==> src/rtl/otter_hazard_sequencer_if.sv <==
// Hazard/sequencing bundle between the OTTER datapath and its controller.
// slave = the sequencer, master = the pipeline side.
interface otter_hazard_sequencer_if #(
  parameter int STALL_CNT_W = 16
);
  logic [4:0] Rs1D, Rs2D;
  logic [4:0] Rs1E, Rs2E, RdE;
  logic [4:0] RdM, RdW;
  logic       RegWriteM, RegWriteW;
  logic       ResultSrcE0;
  logic       PCSrcE;
  logic       MulDivE;
  logic       MdDone;
  logic [1:0] ForwardAE, ForwardBE;
  logic       StallF, StallD, StallE;
  logic       FlushD, FlushE, FlushM;
  logic       MdStart, MdSelE;
  logic       MdBusy, MdError;
  logic [STALL_CNT_W-1:0] StallCount;

  modport slave (
    input  Rs1D, Rs2D, Rs1E, Rs2E, RdE,
    input  RdM, RdW, RegWriteM, RegWriteW,
    input  ResultSrcE0, PCSrcE,
    input  MulDivE, MdDone,
    output ForwardAE, ForwardBE,
    output StallF, StallD, StallE,
    output FlushD, FlushE, FlushM,
    output MdStart, MdSelE,
    output MdBusy, MdError, StallCount
  );

  modport master (
    output Rs1D, Rs2D, Rs1E, Rs2E, RdE,
    output RdM, RdW, RegWriteM, RegWriteW,
    output ResultSrcE0, PCSrcE,
    output MulDivE, MdDone,
    input  ForwardAE, ForwardBE,
    input  StallF, StallD, StallE,
    input  FlushD, FlushE, FlushM,
    input  MdStart, MdSelE,
    input  MdBusy, MdError, StallCount
  );
endinterface

==> src/rtl/otter_hazard_sequencer.sv <==
// OTTER hazard unit: forwarding, load-use/branch control and
// sequencing of the multi-cycle mul/div unit in Execute.
module otter_hazard_sequencer #(
  parameter int MD_TIMEOUT  = 64,
  parameter int STALL_CNT_W = 16
) (
  input logic CLK,
  input logic RESET,
  otter_hazard_sequencer_if.slave hz
);
  localparam int CW = $clog2(MD_TIMEOUT);
  localparam logic [CW-1:0] TMAX = CW'(MD_TIMEOUT - 1);

  typedef enum logic {IDLE, BUSY} mdState_t;

  mdState_t state, stateNext;
  logic [CW-1:0] tmo, tmoNext;
  logic fsmStall, launch, selE, errSet;
  logic lwStall;

  function automatic logic [1:0] fwdSel(
    input logic [4:0] rs,
    input logic       wrM,
    input logic [4:0] rdM,
    input logic       wrW,
    input logic [4:0] rdW
  );
    logic [1:0] s;
    s = 2'b00;
    if (wrM && rdM != 5'd0 && rdM == rs)
      s = 2'b10;
    else if (wrW && rdW != 5'd0 && rdW == rs)
      s = 2'b01;
    return s;
  endfunction

  assign hz.ForwardAE = fwdSel(hz.Rs1E,
    hz.RegWriteM, hz.RdM, hz.RegWriteW, hz.RdW);
  assign hz.ForwardBE = fwdSel(hz.Rs2E,
    hz.RegWriteM, hz.RdM, hz.RegWriteW, hz.RdW);

  assign lwStall = hz.ResultSrcE0 && hz.RdE != 5'd0 &&
    (hz.RdE == hz.Rs1D || hz.RdE == hz.Rs2D);

  always_comb begin
    stateNext = state;
    tmoNext   = tmo;
    launch    = 1'b0;
    fsmStall  = 1'b0;
    selE      = 1'b0;
    errSet    = 1'b0;
    unique case (state)
      IDLE: begin
        if (hz.MulDivE) begin
          launch    = 1'b1;
          fsmStall  = 1'b1;
          stateNext = BUSY;
          tmoNext   = '0;
        end
      end
      BUSY: begin
        if (hz.MdDone) begin
          selE      = 1'b1;
          stateNext = IDLE;
        end else if (tmo == TMAX) begin
          errSet    = 1'b1;
          stateNext = IDLE;
        end else begin
          fsmStall  = 1'b1;
          tmoNext   = tmo + 1'b1;
        end
      end
    endcase
  end

  // FSM hold beats a branch, which beats a load-use stall
  assign hz.StallF = fsmStall | (~hz.PCSrcE & lwStall);
  assign hz.StallD = fsmStall | (~hz.PCSrcE & lwStall);
  assign hz.StallE = fsmStall;
  assign hz.FlushM = fsmStall;
  assign hz.FlushD = ~fsmStall & hz.PCSrcE;
  assign hz.FlushE = ~fsmStall & (hz.PCSrcE | lwStall);

  assign hz.MdStart = launch & RESET;
  assign hz.MdSelE  = selE & RESET;
  assign hz.MdBusy  = (state == BUSY);

  always_ff @(posedge CLK or negedge RESET) begin
    if (!RESET) begin
      state <= IDLE;
      tmo   <= '0;
    end else begin
      state <= stateNext;
      tmo   <= tmoNext;
    end
  end

  always_ff @(posedge CLK or negedge RESET) begin
    if (!RESET)
      hz.MdError <= 1'b0;
    else if (errSet)
      hz.MdError <= 1'b1;
  end

  always_ff @(posedge CLK or negedge RESET) begin
    if (!RESET)
      hz.StallCount <= '0;
    else if (hz.StallF && hz.StallCount != '1)
      hz.StallCount <= hz.StallCount + 1'b1;
  end
endmodule

==> src/flat_wrapper.sv <==
// flat-port wrapper written by rule: the top's interface ports become plain ports
module otter_hazard_sequencer_flat 
#(
  parameter int MD_TIMEOUT  = 64,
  parameter int STALL_CNT_W = 16
)
  (CLK, RESET, hz_Rs1D, hz_Rs2D, hz_Rs1E, hz_Rs2E, hz_RdE, hz_RdM, hz_RdW, hz_RegWriteM, hz_RegWriteW, hz_ResultSrcE0, hz_PCSrcE, hz_MulDivE, hz_MdDone, hz_ForwardAE, hz_ForwardBE, hz_StallF, hz_StallD, hz_StallE, hz_FlushD, hz_FlushE, hz_FlushM, hz_MdStart, hz_MdSelE, hz_MdBusy, hz_MdError, hz_StallCount);
  otter_hazard_sequencer_if #(.STALL_CNT_W(STALL_CNT_W)) hz_i ();
  input logic CLK;
  input logic RESET;
  input wire logic [$bits(hz_i.Rs1D)-1:0] hz_Rs1D;
  input wire logic [$bits(hz_i.Rs2D)-1:0] hz_Rs2D;
  input wire logic [$bits(hz_i.Rs1E)-1:0] hz_Rs1E;
  input wire logic [$bits(hz_i.Rs2E)-1:0] hz_Rs2E;
  input wire logic [$bits(hz_i.RdE)-1:0] hz_RdE;
  input wire logic [$bits(hz_i.RdM)-1:0] hz_RdM;
  input wire logic [$bits(hz_i.RdW)-1:0] hz_RdW;
  input wire logic [$bits(hz_i.RegWriteM)-1:0] hz_RegWriteM;
  input wire logic [$bits(hz_i.RegWriteW)-1:0] hz_RegWriteW;
  input wire logic [$bits(hz_i.ResultSrcE0)-1:0] hz_ResultSrcE0;
  input wire logic [$bits(hz_i.PCSrcE)-1:0] hz_PCSrcE;
  input wire logic [$bits(hz_i.MulDivE)-1:0] hz_MulDivE;
  input wire logic [$bits(hz_i.MdDone)-1:0] hz_MdDone;
  output wire logic [$bits(hz_i.ForwardAE)-1:0] hz_ForwardAE;
  output wire logic [$bits(hz_i.ForwardBE)-1:0] hz_ForwardBE;
  output wire logic [$bits(hz_i.StallF)-1:0] hz_StallF;
  output wire logic [$bits(hz_i.StallD)-1:0] hz_StallD;
  output wire logic [$bits(hz_i.StallE)-1:0] hz_StallE;
  output wire logic [$bits(hz_i.FlushD)-1:0] hz_FlushD;
  output wire logic [$bits(hz_i.FlushE)-1:0] hz_FlushE;
  output wire logic [$bits(hz_i.FlushM)-1:0] hz_FlushM;
  output wire logic [$bits(hz_i.MdStart)-1:0] hz_MdStart;
  output wire logic [$bits(hz_i.MdSelE)-1:0] hz_MdSelE;
  output wire logic [$bits(hz_i.MdBusy)-1:0] hz_MdBusy;
  output wire logic [$bits(hz_i.MdError)-1:0] hz_MdError;
  output wire logic [$bits(hz_i.StallCount)-1:0] hz_StallCount;
  assign hz_i.Rs1D = hz_Rs1D;
  assign hz_i.Rs2D = hz_Rs2D;
  assign hz_i.Rs1E = hz_Rs1E;
  assign hz_i.Rs2E = hz_Rs2E;
  assign hz_i.RdE = hz_RdE;
  assign hz_i.RdM = hz_RdM;
  assign hz_i.RdW = hz_RdW;
  assign hz_i.RegWriteM = hz_RegWriteM;
  assign hz_i.RegWriteW = hz_RegWriteW;
  assign hz_i.ResultSrcE0 = hz_ResultSrcE0;
  assign hz_i.PCSrcE = hz_PCSrcE;
  assign hz_i.MulDivE = hz_MulDivE;
  assign hz_i.MdDone = hz_MdDone;
  assign hz_ForwardAE = hz_i.ForwardAE;
  assign hz_ForwardBE = hz_i.ForwardBE;
  assign hz_StallF = hz_i.StallF;
  assign hz_StallD = hz_i.StallD;
  assign hz_StallE = hz_i.StallE;
  assign hz_FlushD = hz_i.FlushD;
  assign hz_FlushE = hz_i.FlushE;
  assign hz_FlushM = hz_i.FlushM;
  assign hz_MdStart = hz_i.MdStart;
  assign hz_MdSelE = hz_i.MdSelE;
  assign hz_MdBusy = hz_i.MdBusy;
  assign hz_MdError = hz_i.MdError;
  assign hz_StallCount = hz_i.StallCount;
  otter_hazard_sequencer #(.MD_TIMEOUT(MD_TIMEOUT), .STALL_CNT_W(STALL_CNT_W)) u_core (.CLK(CLK), .RESET(RESET), .hz(hz_i));
endmodule
==> config.mk <==
export PLATFORM = sky130hd
export DESIGN_NAME = otter_hazard_sequencer_flat
export DESIGN_NICKNAME = d
export VERILOG_FILES = /design/src/rtl/otter_hazard_sequencer_if.sv /design/src/rtl/otter_hazard_sequencer.sv /design/src/flat_wrapper.sv
export SDC_FILE = /design/constraint.sdc
export NUM_CORES = 1
export LEC_CHECK = 0
export CORE_MARGIN = 2
export CORE_UTILIZATION = 40
export CTS_CLUSTER_DIAMETER = 30
export DETAILED_ROUTE_END_ITERATION = 8
export PLACE_DENSITY_LB_ADDON = 0.15
export SETUP_SLACK_MARGIN = 0.02
export SLEW_MARGIN = 20
export SYNTH_ARGS = -nofsm -noshare
export SYNTH_HDL_FRONTEND = slang
export SYNTH_SLANG_ARGS = --single-unit
==> constraint.sdc <==
create_clock -name CLK -period 3.2 [get_ports CLK]
set_input_delay 0.32 -clock CLK [delete_from_list [all_inputs] [get_ports CLK]]
set_output_delay 0.32 -clock CLK [all_outputs]
set_load 0.02 [all_outputs]
# Yosys cells after proc, flatten, opt, wreduce, memory -nomap -nowiden
# Index checks and enable logic that the tools add are counted.
[op_classes]
n_addsub = 2
eq_ne = 11
n_mux = 18
bitwise = 10
n_reduce_logical = 14
[ops]
columns = ["op", "count"]
rows = [
  ["$eq 5x5->1", 6],
  ["$mux 6", 3],
  ["$add 16x1->16 const B", 1],
  ["$ne 16x16->1 const B", 1],
  ["$reduce_bool 5->1", 3],
  ["$pmux 6 s2", 1],
  ["$mux 1", 11],
  ["$logic_and 1x1->1", 9],
  ["$add 6x1->6 const B", 1],
  ["$eq 6x6->1 const B", 1],
  ["$ne 2x2->1 const B", 3],
  ["$and 1x1->1", 5],
  ["$mux 2", 2],
  ["$not 1->1", 3],
  ["$reduce_and 3->1", 1],
  ["$or 1x1->1", 2],
  ["$pmux 1 s2", 1],
  ["$logic_or 1x1->1", 1],
]
[totals]
reg_bits = 24
in_bits = 43
output_inout_bits = 30
wordCells = 59

# Depth between registers and ports, before layout
# Gate-level depths: netlist of run 1.
[depth]
word_depth = 6
depth_mapped = 8
mapped_depth_nobuf = 8

# Worst setup path after synthesis of run 1
# No wires, ideal clock.
[synth_path]
kind = "input to output"
from = "input port hz_RdM[1]"
to = "output port hz_ForwardAE[0]"
arrival_time_ns = 1.937
required_time_ns = 2.880
path_slack_ns = 0.943
stages = 4
n_path_buf = 0
path_cell_list = "or4_1 > o21ai_0 > nor4_1 > nor4_1"
[synth_between]
elab_chain_cells = 4
word_cells_on_any_way = 5
classes_between = "1 x eq/ne; 1 x mux; 3 x reduce/logical"
[synth_lines]
columns = ["item", "line", "source"]
rows = [
  ["from (decl)", "flat_wrapper.sv:16", "input wire logic [$bits(hz_i.RdM)-1:0] hz_RdM;"],
  ["$reduce_bool 5->1", "otter_hazard_sequencer.sv:30", "if (wrM && rdM != 5'd0 && rdM == rs)"],
  ["$logic_and 1x1->1", "otter_hazard_sequencer.sv:30", ""],
  ["$logic_and 1x1->1 (*)", "otter_hazard_sequencer.sv:30", ""],
  ["$mux 2 (*)", "otter_hazard_sequencer.sv:30", ""],
  ["to (decl)", "flat_wrapper.sv:24", "output wire logic [$bits(hz_i.ForwardAE)-1:0] hz_ForwardAE;"],
]
# Mark *: on every way between the ends. The rest lies on a longest branch, timed or not.

# Final worst setup path of run 1
# Ends and elaborated chain as after synthesis.

==> impl_metrics.ini, run 1 <==
[layout]
diodes = 0
syn2layout_area_growth_pct = 52.88
final_nets = 284
multiInputGateArea_sq_um = 978.4
nFillCells = 383
drive_gt1_frac = 0.05882
seq_area_sq_um = 600.6

[synth]
netlist_instances = 162
avgSynthCellArea_sq_um = 9.932
netlist_area_sq_um = 1609
synth_top_area_frac = 0.3733
synth_top_cells_by_area = dfrtp_1, xor2_1, xnor2_1
synth_fp_nets = 207
yosys_register_bits = 24
yosys_warnings = 0
synth_cell_types = 31
ys_seq_area_frac = 0.3733
yosys.area.top_type = dfrtp_1

[power_and_ir_drop]
power.density_nw_per_um2 = 450.8
power_leakage_nw = 1.014
peakVddDrop_mv = 0.1820

[clocking]
path_clk_slew_ps = 90
cts.sinks = 24
postCtsResizedCells = 0
clock_latency_ps = 260
cts_buffer_depth = 2
cts_tree = built
cts_buffers = 3
postCtsSetupRepairBufs = 0
ctsHoldBuffers = 0
cts_root_buf = clkbuf_8
htree_levels = 1

[sta]
setup_violations = 0
finalCritPeriodShare = 0.9164
tns_ps = 0
fin_ws_ps = 267.7
relSlewSlack = 0.7717
hold_violations = 0
worstMarginPinSlew_ps = 339.3
fin_skew_ps = 5.515
rsz0062_at_grt = no
hold_slack_ps = 267.1
fmax_mhz = 341.0
layout_min_cycle_time_ps = 2932
final_max_slew_viol_count = 0

[route]
viasPerCell = 5.038
drtIter0Drc = 84
vias = 1451
first_pass_iters = 4
wl_per_cell_um = 12.77
drc = 0
routed_wl_mm = 3.678
ant_nets = 0

[die]
start_util = 0.4081
die_h_um = 67.43
core_sq_um = 3943
fp.dieW_um = 67.43
rows = 23
die_area_sq_um = 4546
io_pins = 73

[worst_setup_path]
setup.worst_path.end_class = primary output
crit_type = input port to primary output
critPathRequiredTime_ps = 2880
worstPathArrival_ps = 2610
start_kind = input port
cp_max_fo = 3

[global_routing]
overflow = 0
grt_start_max_net_pins = 23
grt_pass1_wl_mm = 6.244
antenna_found_initial = 0
grt_pass1_vias = 1405
grtUsageTotal = 0.1773

[place]
gp_congestion = 0.9282
pre_cts_slack_ps = 269.3
port_buffers = 72
hpwl_mm = 3.131

[job]
maxCapViolCount = 0

[worst_hold_path]
hp-class = input port to asynchronous set/reset pin

[run_status]
status = complete, no violations
==> worst max-delay path, stage by stage <==
cell             delay (ps)
clkdlybuf4s50_1         460
or4_1                   520
o21ai_0                 230
nor4_1                  110
nor4_1                  310
clkdlybuf4s50_1         660
==> cells by family after synthesis <==
| group | count (synthesis) | share of synthesized area |
|---|---|---|
| AO/OA/AOI/OAI | 10 | 0.05288 |
| AND/OR/NAND/NOR | 72 | 0.2628 |
| buffers and inverters | 4 | 0.01866 |
| XOR/XNOR | 47 | 0.2558 |
| adder cells (fa/ha/maj) | 2 | 0.01555 |
| flip-flops | 24 | 0.3733 |
| multiplexers | 3 | 0.02099 |
==> flip-flops by register name, summed over array words and instances, names as in the netlist <==
signal	flops
u_core.hz.MdBusy	1
u_core.hz.StallCount	16
u_core.tmo	6
u_core.hz.MdError	1
==> through the flow <==
| stage | utilization | cell area (sq um) | std cells | power, mW |
|---|---|---|---|---|
| final | 0.6239 | 2460 | 288 | 1.109 |
| after global routing | 0.6239 | 2460 | 288 | 1.181 |
| after CTS | 0.6239 | 2460 | 288 | 1.124 |
| after detailed placement | 0.6058 | 2389 | 284 | 0.8590 |
| after global placement | 0.6058 | 2389 | 284 | 0.8538 |
| after floorplan | - | 1609 | 162 | 0.6374 |
==> metal layers <==
| metal | vias up | track usage | part of all wire |
|---|---|---|---|
| met5 | - | 0 | 0 |
| met3 | 4 | 0.03667 | 0.066 |
| met2 | 56 | 0.2809 | 0.48 |
| li1 | 721 | - | - |
| met4 | 0 | 0.06888 | 0.012 |
| met1 | 670 | 0.2363 | 0.45 |
==> report_power, final <==
| group | switching [mW] | internal, mW | leakage, nW |
|---|---|---|---|
| registers | 0.0617 | 0.358 | 0.312 |
| logic | 0.197 | 0.230 | 0.666 |
| clock network | 0.0953 | 0.167 | 0.0357 |
| total | 0.354 | 0.755 | 1.01 |
==> path summary, 6_finish.rpt <==
kind | from | end | slack (ps) | depth (start not counted)
worst max-delay path | hz_RdM[1] | hz_ForwardAE[0] | 270 | 6
worst min-delay path | RESET | u_core.tmo[0]$_DFFE_PN0P_ | 270 | 1
worst max register to register | u_core.tmo[0]$_DFFE_PN0P_ | u_core.hz.StallCount[12]$_DFFE_PN0P_ | 990 | 8
worst min register to register | u_core.hz.StallCount[10]$_DFFE_PN0P_ | u_core.hz.StallCount[10]$_DFFE_PN0P_ | 490 | 1
max in group asynchronous | RESET | u_core.hz.StallCount[0]$_DFFE_PN0P_ | 2390 | 2
min in group CLK | u_core.hz.StallCount[10]$_DFFE_PN0P_ | u_core.hz.StallCount[10]$_DFFE_PN0P_ | 490 | 1
==> area by class of cell <==
type,count,share of cell area
clock inverter,1,0.01221
inverter,1,0.001526
multi-input combinational,134,0.3978
clock buffer,3,0.01679
timing repair buffer,75,0.3021
sequential,24,0.2442
tap,50,0.02543
==> placed cells by master (no fill, tap or decap), drive strengths merged <==
cell type | Yosys | layout
mux2 | 3 | 3
nor2 | 11 | 11
buf | 3 | 3
nand4 | 4 | 4
or4 | 5 | 5
nand2 | 9 | 9
o31ai | 1 | 1
clkdlybuf4s50 | 0 | 72
xor2 | 29 | 29
nor4b | 1 | 1
xnor2 | 18 | 18
a41oi | 2 | 2
and2 | 5 | 5
and4 | 1 | 1
bufinv | 0 | 1
nand3 | 12 | 12
clkbuf | 0 | 3
a22oi | 1 | 1
nor3b | 1 | 1
nand2b | 3 | 3
nor4 | 4 | 4
a31oi | 1 | 1
o21bai | 1 | 1
ha | 2 | 2
o21ai | 4 | 4
nor2b | 2 | 2
nor3 | 2 | 2
dfrtp | 24 | 24
and3 | 12 | 12
inv | 1 | 1
==> cells in the mapped netlist, drive strengths merged <==
| cell | count |
|---|---|
| a22oi | 1 |
| a31oi | 1 |
| a41oi | 2 |
| and2 | 5 |
| and3 | 12 |
| and4 | 1 |
| buf | 3 |
| dfrtp | 24 |
| ha | 2 |
| inv | 1 |
| mux2 | 3 |
| nand2 | 9 |
| nand2b | 3 |
| nand3 | 12 |
| nand4 | 4 |
| nor2 | 11 |
| nor2b | 2 |
| nor3 | 2 |
| nor3b | 1 |
| nor4 | 4 |
| nor4b | 1 |
| o21ai | 4 |
| o21bai | 1 |
| o31ai | 1 |
| or4 | 5 |
| xnor2 | 18 |
| xor2 | 29 |
Power figures use the tool's default switching activity.
==> run 2: changes to the inputs <==
--- a/config.mk
+++ b/config.mk
@@ -9,9 +9,10 @@
 export CORE_UTILIZATION = 40
 export CTS_CLUSTER_DIAMETER = 30
 export DETAILED_ROUTE_END_ITERATION = 8
+export DONT_BUFFER_PORTS = 1
 export PLACE_DENSITY_LB_ADDON = 0.15
 export SETUP_SLACK_MARGIN = 0.02
-export SLEW_MARGIN = 20
+export SLEW_MARGIN = 30
 export SYNTH_ARGS = -nofsm -noshare
 export SYNTH_HDL_FRONTEND = slang
 export SYNTH_SLANG_ARGS = --single-unit
==> run 2 against run 1 <==
  * Clock skew is 3.3 ps lower
  * Final area down 30%
  * Hold slack worse by 240 ps
  * Critical path depth unchanged
  * First-iteration DRC count is 48% lower
  * Non-clock buffer count is 71 lower
  * Register-to-register slack got worse by 20 ps
  * Setup slack improved by 400 ps
  * Largest cell class unchanged
==> impl_metrics.ini, run 2 (same netlist as run 1, synthesis figures left out) <==
[sta]
layout_min_cycle_time_ps = 2528
worstMarginPinSlew_ps = 1070
tns_ps = 0
hold_slack_ps = 23.94
fmax_mhz = 395.6
finalCritPeriodShare = 0.7899
fin_skew_ps = 2.196
fin_ws_ps = 672.3
final_max_slew_viol_count = 0
setup_violations = 0
hold_violations = 0
relSlewSlack = 0.2798
rsz0062_at_grt = no

[route]
routed_wl_mm = 3.168
highest-signal-layer = met4
m1WireLength_mm = 1.258
route.met2.wl_mm = 1.605
drtIter0Drc = 44
wl_per_cell_um = 14.60
viasPerCell = 5.479
vias = 1189
drc = 0
ant_nets = 0
wl_met3_um = 265
first_pass_iters = 4

[worst_hold_path]
hp-class = input port to asynchronous set/reset pin

[place]
hpwl_mm = 2.536
placedInstanceArea_sq_um = 1668
gp_congestion = 0.6965
dp.cells = 212
pre_cts_slack_ps = 939.6
port_buffers = 0

[layout]
top_regs = u_core.hz.StallCount (16), u_core.tmo (6)
design_area_sq_um = 1734
syn2layout_area_growth_pct = 7.776
final_common_cell = xor2_1
final_cell_mix = xor2_1, dfrtp_1, xnor2_1, nand3_1, and3_1
final_core_util = 0.4399
regMostFlops = u_core.hz.StallCount
diodes = 0
drive_gt1_frac = 0.09581
largest_reg_flops = 16
final_nets = 213
fin_cells = 217

[run_status]
status = complete, no violations

[global_routing]
antenna_found_initial = 0
grt_pass1_wl_mm = 4.754
grtUsageTotal = 0.1382
overflow = 0
grt_start_max_net_pins = 25
grt_pass1_vias = 1151

[power_and_ir_drop]
power.density_nw_per_um2 = 504.7
power.total_mw = 0.8753
power_leakage_nw = 0.7390
peakVddDrop_mv = 0.1501

[clocking]
postCtsSetupRepairBufs = 0
clock_latency_ps = 260
path_clk_slew_ps = 80
htree_levels = 1
cts_root_buf = clkbuf_8
cts_buffer_depth = 2
cts_tree = built
cts_buffers = 3
postCtsResizedCells = 0
cts.sinks = 24

[die]
start_util = 0.4081
fp.dieW_um = 67.43
io_pins = 73
die_area_sq_um = 4546
die_h_um = 67.43
rows = 23
core_sq_um = 3943

[job]
maxCapViolCount = 0

[worst_setup_path]
crit_type = flop to primary output
critPathMostFrequentCell = nor2_1
worstPathArrival_ps = 2210
cpPeakStageDelay_ps = 410
start_kind = flop
cp_max_fo = 8
path_buf_inv = 1
critPathRequiredTime_ps = 2880
critical_path.slowest_cell = nor2_1
critPathTopFamily = simple AND/OR/NAND/NOR gates
worstPathCellList = ha_1 > and2_1 > a41oi_1 > nor2_1 > inv_1 > nor2_1
setup.worst_path.end_class = primary output
-- run 2: path summary, 6_finish.rpt --
| check | from | endpoint | slack, ps | cells past startpoint |
|---|---|---|---|---|
| min in group CLK | hz_MdDone | u_core.hz.MdError$_DFFE_PN0P_ | 270 | 2 |
| hold reg to reg | u_core.tmo[2]$_DFFE_PN0P_ | u_core.tmo[2]$_DFFE_PN0P_ | 570 | 2 |
| hold / removal | RESET | u_core.hz.StallCount[13]$_DFFE_PN0P_ | 20 | 1 |
| setup / recovery | u_core.tmo[0]$_DFFE_PN0P_ | hz_FlushE | 670 | 6 |
| setup reg to reg | u_core.tmo[0]$_DFFE_PN0P_ | u_core.tmo[4]$_DFFE_PN0P_ | 970 | 8 |
| max in group asynchronous | RESET | u_core.hz.StallCount[1]$_DFFE_PN0P_ | 2830 | 1 |
-- run 2: timing repair --
action                                  4_1_cts  5_1_grt
endpoints found under the hold margin        24        0
hold buffers                                  1        0
endpoints found under the setup margin        0        0
-- run 2: metal layers --
metal	vias up	GRT usage
li1	571	-
met1	557	0.1660
met2	57	0.2265
met3	4	0.03833
met4	0	0.06888
met5	-	0
-- run 2: layout make-up --
cell class | count | area [sq um]
fillers | 391 | 2208
flip-flops and latches | 24 | 600.6
clock buffers | 4 | 55.05
multi-input cells | 134 | 984.7
inverters | 1 | 3.754
repair buffers | 4 | 27.53
well taps | 50 | 62.56
-- run 2: power by group --
group	switching, mW	internal [mW]	leakage [nW]
Combinational	0.104	0.0944	0.398
Sequential	0.118	0.357	0.312
Clock	0.0917	0.110	0.0288
==> run 3: changes to the inputs <==
==> constraint.sdc (replaced) <==
create_clock -name CLK -period 2.3 [get_ports CLK]
set_input_delay 0.23 -clock CLK [delete_from_list [all_inputs] [get_ports CLK]]
set_output_delay 0.23 -clock CLK [all_outputs]
set_load 0.02 [all_outputs]
==> run 3 against run 2 <==
  * Utilization is 2.1 points higher
  * Clock skew is 0.77 ps lower
  * First-iteration DRC count is 6.8% higher
  * Highest routed layer unchanged
  * Critical path depth stayed put
==> impl_metrics.ini, run 3 (same netlist as run 1, synthesis figures left out) <==
[run_status]
status = complete, no violations

[worst_hold_path]
hp-class = input port to flop
min_to = u_core.hz.MdError$_DFFE_PN0P_
hold_depth = 2
worstHoldStart = hz_MdDone

[worst_setup_path]
start_kind = flop
critPathRequiredTime_ps = 2070
startpoint = u_core.tmo[0]$_DFFE_PN0P_
rr_endpoint = u_core.hz.StallCount[12]$_DFFE_PN0P_
worstPathArrival_ps = 1870
r2r_cells = 7
reg2reg_from = u_core.tmo[0]$_DFFE_PN0P_
cp_max_fo = 17
setup.worst_path.end_class = primary output
r2r_slack_ps = 310
crit_type = flop to primary output

[sta]
rsz0062_at_grt = no
hold_slack_ps = 220.3
layout_min_cycle_time_ps = 2103
setup_violations = 0
relSlewSlack = 0.2833
fin_skew_ps = 1.426
hold_violations = 0
worstMarginPinSlew_ps = 1065
final_max_slew_viol_count = 0
fmax_mhz = 475.4
fin_ws_ps = 196.7
tns_ps = 0
finalCritPeriodShare = 0.9145

[route]
routed_wl_mm = 3.231
viasPerCell = 5.376
wl_per_cell_um = 14.30
ant_nets = 0
drc = 0
first_pass_iters = 4
vias = 1215
drtIter0Drc = 47

[clocking]
cts_buffers = 3
path_clk_slew_ps = 80
cts.sinks = 24
cts_buffer_depth = 2
cts_root_buf = clkbuf_8
clock_latency_ps = 260
cts_tree = built
htree_levels = 1

[global_routing]
grtUsageTotal = 0.1511
grt_start_max_net_pins = 25
grt_pass1_wl_mm = 5.285
antenna_found_initial = 0
grt_pass1_vias = 1301
overflow = 0

[place]
port_buffers = 0
pre_cts_slack_ps = 193.2
dp.cells = 220
hpwl_mm = 2.592
placedInstanceArea_sq_um = 1734
gp_congestion = 0.8001

[layout]
final_common_cell = xor2_1
regMostFlops = u_core.hz.StallCount
final_core_util = 0.4611
diodes = 0
fin_cells = 226
design_area_sq_um = 1818
drive_gt1_frac = 0.1477
largest_reg_flops = 16
syn2layout_area_growth_pct = 12.99
final_cell_mix = xor2_1, dfrtp_1, xnor2_1, nand3_1, and3_1
top_regs = u_core.hz.StallCount (16), u_core.tmo (6)
final_nets = 222
nFillCells = 380

[job]
maxCapViolCount = 0

[power_and_ir_drop]
power.total_mw = 1.299
power.density_nw_per_um2 = 714.5
power_leakage_nw = 0.7837
peakVddDrop_mv = 0.2312

[die]
fp.dieW_um = 67.43
rows = 23
die_area_sq_um = 4546
die_h_um = 67.43
io_pins = 73
start_util = 0.4081
core_sq_um = 3943
-- run 3: cell types whose count changed in the layout (fill, tap and decap cells not counted), sizes merged --
cell and change:
buf +8, dlygate4sd3 +1
-- run 3: worst max path at each step --
stage	cells past startpoint	to	slack [ps]
after floorplan	4	hz_ForwardAE[0]	220
after global placement	7	u_core.hz.StallCount[12]$_DFFE_PN0P_	300
after detailed placement	7	u_core.hz.StallCount[12]$_DFFE_PN0P_	190
after CTS	7	hz_FlushE	40
after global routing	7	hz_FlushE	50
final	6	hz_StallD	200
-- run 3: layout make-up --
| type | instances | area [sq um] | area share |
|---|---|---|---|
| inverters | 1 | 3.754 | 0.002065 |
| repair buffers | 13 | 101.3 | 0.05575 |
| clock buffers | 4 | 55.05 | 0.03028 |
| multi-input cells | 134 | 994.7 | 0.5471 |
| well taps | 50 | 62.56 | 0.03441 |
| flip-flops and latches | 24 | 600.6 | 0.3304 |
-- run 3: what timing repair did --
action / CTS / global route
gates resized for setup: 1 / 2
endpoints found under the setup margin: 2 / 8
hold buffers: 1 / 1
buffers inserted: 0 / 0
hold endpoints to repair: 24 / 17
-- run 3: routing by layer --
| metal | GRT usage | up-vias | share of wire |
|---|---|---|---|
| met3 | 0.03833 | 2 | 0.071 |
| met4 | 0.06122 | 0 | 0.011 |
| met1 | 0.1749 | 573 | 0.40 |
| li1 | - | 590 | - |
| met2 | 0.2649 | 50 | 0.52 |
| met5 | 0 | - | 0 |
-- run 3: worst max-delay path, stage by stage (launching register included) --
cell	delay, ps
dfrtp_1	410
ha_1	220
and2_1	170
a41oi_2	280
nor2_2	100
o31ai_4	190
buf_6	240
-- run 3: report_power, final --
| group | internal, mW | switching, mW | total, mW |
|---|---|---|---|
| clock | 0.153 | 0.130 | 0.282 |
| sequential | 0.497 | 0.0900 | 0.587 |
| combinational | 0.190 | 0.239 | 0.429 |
| total | 0.840 | 0.459 | 1.30 |
